$ cat config.mk
export PLATFORM = sky130hd
export DESIGN_NAME = expr_stack_unit
export DESIGN_NICKNAME = d
export VERILOG_FILES = /design/src/rtl/expr_stack_unit.sv
export SDC_FILE = /design/constraint.sdc
export NUM_CORES = 1
export LEC_CHECK = 0
export BUFFER_PORTS_ARGS = -buffer_cell sky130_fd_sc_hd__buf_4
export CELL_PAD_IN_SITES_DETAIL_PLACEMENT = 0
export CELL_PAD_IN_SITES_GLOBAL_PLACEMENT = 1
export CORE_UTILIZATION = 43
export DETAILED_ROUTE_END_ITERATION = 8
export PLACE_DENSITY_LB_ADDON = 0.1
export SYNTH_ARGS = -nofsm -noshare
export SYNTH_HDL_FRONTEND = slang
export SYNTH_SLANG_ARGS = --single-unit
$ cat constraint.sdc
create_clock -name CLK -period 6.8 [get_ports CLK]
set_input_delay 1.36 -clock CLK [delete_from_list [all_inputs] [get_ports CLK]]
set_output_delay 1.36 -clock CLK [all_outputs]
set_load 0.05 [all_outputs]
$ cat src/rtl/expr_stack_unit.sv
// Expression stack datapath: executes PUSH / POP-1 / POP-2 / DUP / FLIP commands from the
// control unit and presents the top two entries every cycle, with sticky fault flags.
module expr_stack_unit #(
  parameter int WIDTH = 16,
  parameter int DEPTH = 32,
  parameter int CNT_W = 6
) (
  input  logic             CLK,
  input  logic             Reset,
  input  logic             ESAct,
  input  logic [1:0]       ESOp,
  input  logic             popAmt,
  input  logic [WIDTH-1:0] PushData,
  input  logic             ErrClr,
  output logic [WIDTH-1:0] Top,
  output logic [WIDTH-1:0] Second,
  output logic [CNT_W-1:0] Count,
  output logic             Empty,
  output logic             Full,
  output logic             Overflow,
  output logic             Underflow
);

  typedef enum logic [1:0] {
    OP_PUSH = 2'b00,
    OP_POP  = 2'b01,
    OP_DUP  = 2'b10,
    OP_FLIP = 2'b11
  } es_op_e;

  localparam int AW = (DEPTH > 1) ? $clog2(DEPTH) : 1;
  localparam logic [CNT_W-1:0] DEPTH_C = CNT_W'(DEPTH);

  logic [CNT_W-1:0] count_q, count_d;
  logic             ovf_q, ovf_d;
  logic             unf_q, unf_d;
  logic [WIDTH-1:0] mem_q [DEPTH];

  logic             has1, has2, not_full;
  logic [AW-1:0]    top_idx, sec_idx, wr_idx;
  logic             ovf_fault, unf_fault;
  logic             wr0_en, wr1_en;
  logic [AW-1:0]    wr0_idx, wr1_idx;
  logic [WIDTH-1:0] wr0_data, wr1_data;

  // Read side: entries at or above Count hold stale data, so Count gates what is visible.
  always_comb begin
    has1     = (count_q != '0);
    has2     = (count_q >= CNT_W'(2));
    not_full = (count_q < DEPTH_C);
    top_idx  = AW'(count_q - CNT_W'(1));
    sec_idx  = AW'(count_q - CNT_W'(2));
    wr_idx   = AW'(count_q);
    Top      = has1 ? mem_q[top_idx] : '0;
    Second   = has2 ? mem_q[sec_idx] : '0;
    Count    = count_q;
    Empty    = (count_q == '0);
    Full     = (count_q == DEPTH_C);
    Overflow = ovf_q;
    Underflow = unf_q;
  end

  always_comb begin
    // NOTE: every output of this block gets a default first so no path leaves it unassigned,
    // which would otherwise infer a latch.
    count_d   = count_q;
    ovf_fault = 1'b0;
    unf_fault = 1'b0;
    wr0_en    = 1'b0;
    wr0_idx   = wr_idx;
    wr0_data  = PushData;
    wr1_en    = 1'b0;
    wr1_idx   = sec_idx;
    wr1_data  = Top;

    if (ESAct && !Reset) begin
      case (es_op_e'(ESOp))
        OP_PUSH: begin
          if (not_full) begin
            wr0_en  = 1'b1;
            count_d = count_q + CNT_W'(1);
          end else begin
            ovf_fault = 1'b1;
          end
        end
        OP_POP: begin
          // A two-entry pop with only one entry present is rejected whole, never partial.
          if (popAmt) begin
            if (has2) count_d = count_q - CNT_W'(2);
            else      unf_fault = 1'b1;
          end else begin
            if (has1) count_d = count_q - CNT_W'(1);
            else      unf_fault = 1'b1;
          end
        end
        OP_DUP: begin
          if (!has1) begin
            unf_fault = 1'b1;
          end else if (!not_full) begin
            ovf_fault = 1'b1;
          end else begin
            wr0_en   = 1'b1;
            wr0_data = Top;
            count_d  = count_q + CNT_W'(1);
          end
        end
        OP_FLIP: begin
          if (has2) begin
            wr0_en   = 1'b1;
            wr0_idx  = top_idx;
            wr0_data = Second;
            wr1_en   = 1'b1;
          end else begin
            unf_fault = 1'b1;
          end
        end
      endcase
    end

    // A fault in the same cycle as ErrClr wins, so the new fault is never lost.
    ovf_d = (ovf_q & ~ErrClr) | ovf_fault;
    unf_d = (unf_q & ~ErrClr) | unf_fault;
  end

  always_ff @(posedge CLK) begin
    if (Reset) begin
      count_q <= '0;
      ovf_q   <= 1'b0;
      unf_q   <= 1'b0;
    end else begin
      count_q <= count_d;
      ovf_q   <= ovf_d;
      unf_q   <= unf_d;
    end
  end

  // NOTE: storage is deliberately left out of reset; Count gating keeps its contents invisible
  // until written, and a reset-free array maps onto plain register files.
  always_ff @(posedge CLK) begin
    if (wr0_en) mem_q[wr0_idx] <= wr0_data;
    if (wr1_en) mem_q[wr1_idx] <= wr1_data;
  end

endmodule
==> run summary <==
The via count of the first global-routing pass came out at 26840. For this run, the leading register cell type out of synthesis is edfxtp_1. The run gives 59 as the number of buffers created by CTS. The number of design rule violations left after detail routing is 0, and the proportion of register bits with asynchronous set or reset after synthesis is 0%. The via total after detailed routing came out at 28540. Delay of the slowest cell on the worst path: 0.61 ns. The nature of the critical path endpoint was an output port. Clock-pin slew was measured on the worst setup and hold paths at 0.06 ns. The tools report the max-capacitance violation count as 0. The endpoint of the worst hold path is Overflow. The logs give 0 for the quantity of gates resized following cts and 48.24% for the final core utilization.

The sink count of the clock tree is 520, and the power density over cell area is 226.8 nW/um2. The number of hold buffers added after cts came out at 0. The tools report the number of max-slew violations in the final report as 0. The slowest stage of the critical path belongs to the cell buf_4.

Timing would allow up to 170.0 MHz. The run gives 3019 as the number of standard cells after synthesis. Summed over all nets, the switching power comes to 2.705 mW. The run gives 0 as the final count of negative-setup-slack endpoints.

The number of setup buffers added after CTS is 0. Synthesis inferred 520 register bits. Counting flops with a built-in enable in the synthesized netlist gives 512. In this run, the number of DRC markers left after iteration 0 of detailed routing was 4283. The die outline width is 283.6 um. A synthesized cell averages 11.29 um2. The root buffer cell chosen for the clock tree is clkbuf_16. In this run the critical register-to-register path is launched from Count[1]. The critical path goes through inv_1 -> ha_1 -> nor3b_2 -> xnor2_4 -> buf_4 -> nand2_1 -> a32oi_1 -> and3_1 -> buf_4 -> buf_4. The number of iterations in the first detailed-routing pass is 9.

The number of hold violations in the final report is 0. For the number of diodes added for antenna fixing, the log shows 0. Setup repair after global routing left no endpoint under its margin.

The floorplan step defined a die boundary enclosing 80420 um2. Of the cells placed in the final design, the portion with a size suffix greater than 1 is 22.12%. The path class of the tightest hold or removal check is reg -> reg.

The run finished with clean final reports. Final worst-path setup slack: 0.9173 ns. The area of placed instances is 35850 um2. The logs give 34.14% for the overall routing resource usage and 12.59 nW for the standby leakage power.

Internal power comes to 5.826 mW. Routability-driven placement finished with a final weighted congestion of 0.9636. Sum of buffers and inverters on the critical path: 4.

The cell area after layout is 37620 um2, and the number of antenna violations at the first check in global routing is 1. The chip height was 283.6 um. TritonCTS built the clock tree.

The largest vdd supply drop was 183.9 uV. Count of cells along the worst register-to-register path: 10. Of the available clock period, the critical path in the final layout requires 86.51%. The library cell used most frequently in the layout, excluding fill and tap cells, is edfxtp_1. In the final routed layout, each cell accounts on average for 35.18 um. In the layout the commonest cells are edfxtp_1 (512), nor2_1 (407), a31oi_1 (293).

The logs give 0 ns for the final-layout setup total negative slack and 65 for the number of top-level design ports. The share of total power dissipated in combinational logic is 22.2%. The run gives 43.73% as the initial core utilization.

The startpoint of the lowest-slack hold path is Overflow. Entering global routing, the biggest net connects 126 pins. The final-stage net count is 2922, and the required time at the endpoint of the critical path is 5.44 ns. After detailed routing, the number of vias per cell comes to 7.174. The CTS H-tree depth was 2; the area growth from synthesis to layout was 10.33%. The wire length after detailed routing was 140.0 mm. The first global-routing pass estimated 198.1 mm of wire.

The tools report the setup slack of the most critical reg-to-reg path as 1.58 ns. Kind of cell adding the most delay to the critical path: buffers and inverters. By startpoint and endpoint, the worst setup path is classified as reg -> out. Sequential elements use 45.56% of the synthesized area.

The worst path needs 5.883 ns of the cycle, external delays included. Cell repeated most along the worst path: buf_4. The worst max-slew margin expressed relative to the limit is 12.91%, and the number of unique standard cell types used by synthesis is 75. Count of input and output buffers: 64. Net switching is 31.71% of the power. Yosys printed 0 warnings. The core box area came out at 77980 um2. The worst setup path is launched from a register. The mapped netlist covers 34100 um2. The worst hold path was traced through 2 stages. The share of power burned in registers was 41.9%.

The logs give 0.67 ns for the insertion delay to the later sink of the worst-skew pair and 0 for the remaining antenna violation count. The total nets after synthesis was 3051; the HPWL reported at the end of detailed placement was 87.75 mm. The largest driver fanout on the critical path is 40, and the transition time of the tightest slew-check pin is 1.306 ns. Hold timing on the final database bottoms out at a slack of 0.4830 ns. Prior to clock tree synthesis, the placed netlist has a worst setup slack of 1.672 ns. For the maximum buffer depth of the clock tree, the log shows 3. The standard-cell row count was 102; the worst endpoint data arrival time was 4.52 ns. The clock arrives with 0.02777 ns of skew. Summed over all layers, the global routing overflow is 0.

The clock network is responsible for 35.9% of the overall power. In this run the critical register-to-register path is captured at mem_q[8][15].
## how the worst max path moves through the flow
stage / startpoint / end / depth (start not counted)
finish: Count[1] / Top[14] / 10
global placement: Count[1] / Second[15] / 8
CTS: Count[1] / Top[14] / 10
global route: Count[1] / Top[14] / 10
detailed placement: Count[1] / Top[14] / 10
floorplan: Count[1] / Top[15] / 17
## layer usage
layer / GRT usage, % / share of wire [%] / up-vias
met5: 0 / 0.0093 / -
met3: 5.643 / 10 / 358
li1: - / - / 11850
met2: 54.79 / 47 / 1968
met4: 17.50 / 5.7 / 2
met1: 44.70 / 37 / 14360
## power by group through the flow
| stage | sequential [mW] | clock (mW) | combinational, mW |
|---|---|---|---|
| 3_3_place_gp | 3.65 | 0 | 1.83 |
| 2_1_floorplan | 3.65 | 0 | 1.21 |
| 3_5_place_dp | 3.65 | 0 | 1.85 |
| 6_report | 3.58 | 3.06 | 1.89 |
| 5_1_grt | 3.58 | 3.19 | 1.96 |
| 4_1_cts | 3.58 | 3.09 | 1.86 |
## flip-flops by register name, summed over array words and instances, names as in the netlist
register,flops
Underflow,1
mem_q,512
Count,6
Overflow,1
## cell usage after synthesis (all sizes together), types with 3 or more instances
cell / number / area share, %
a2111oi: 97 / 2.5
a211oi: 7 / 0.20
a21boi: 55 / 1.2
a21oi: 201 / 3.0
a221oi: 14 / 0.40
a311oi: 9 / 0.40
a31oi: 295 / 5.4
a32o: 18 / 0.53
a41oi: 3 / 0.077
and2: 18 / 0.33
and3: 9 / 0.17
and4: 4 / 0.10
buf: 173 / 3.1
clkbuf: 214 / 2.4
clkinv: 4 / 0.044
dfxtp: 8 / 0.47
edfxtp: 512 / 45
ha: 9 / 0.33
inv: 22 / 0.24
mux2: 3 / 0.099
mux2i: 82 / 2.4
mux4: 259 / 17
nand2: 130 / 1.4
nand2b: 8 / 0.15
nand3: 50 / 0.73
nand4: 8 / 0.15
nor2: 411 / 4.5
nor3: 126 / 2.0
nor4: 111 / 2.2
o2111ai: 8 / 0.21
o21ai: 79 / 1.2
o22ai: 11 / 0.20
o2bb2ai: 13 / 0.33
or2: 6 / 0.11
xnor2: 7 / 0.22
## worst register-to-register path: cells and delay by family, from the launching register on
kind / cells / cell delay [ns]
adders and majority gates: 1 / 0.32
buffers and inverters: 2 / 0.65
muxes: 1 / 0.12
DFF: 1 / 0.44
AOI/OAI and AO/OA: 1 / 0.71
and+or+nand+nor: 5 / 2.72
## cells by family after synthesis
| group | after synthesis | synth area share [%] |
|---|---|---|
| and+or+nand+nor | 894 | 12.29 |
| buffers and inverters | 413 | 5.769 |
| AOI/OAI and AO/OA | 830 | 16.14 |
| muxes | 344 | 19.61 |
| xor gates and xnor gates | 9 | 0.2972 |
| DFF | 520 | 45.56 |
| adders and majority gates | 9 | 0.3303 |
## cell type report
class	count	area, um2
fillers	6948	40360
repair buffers	197	1529
multi-input cells	2086	17380
flip-flops and latches	520	15540
well taps	1040	1301
inverters	26	97.59
clock buffers	77	1565
clock inverters	32	207.7
## through the flow
stage	power, mW	std cells
finish	8.531	3978
floorplan	4.859	3019
CTS	8.519	3978
global placement	5.477	3869
detailed placement	5.496	3869
global route	8.735	3978
(Power assumes the default switching activity.)
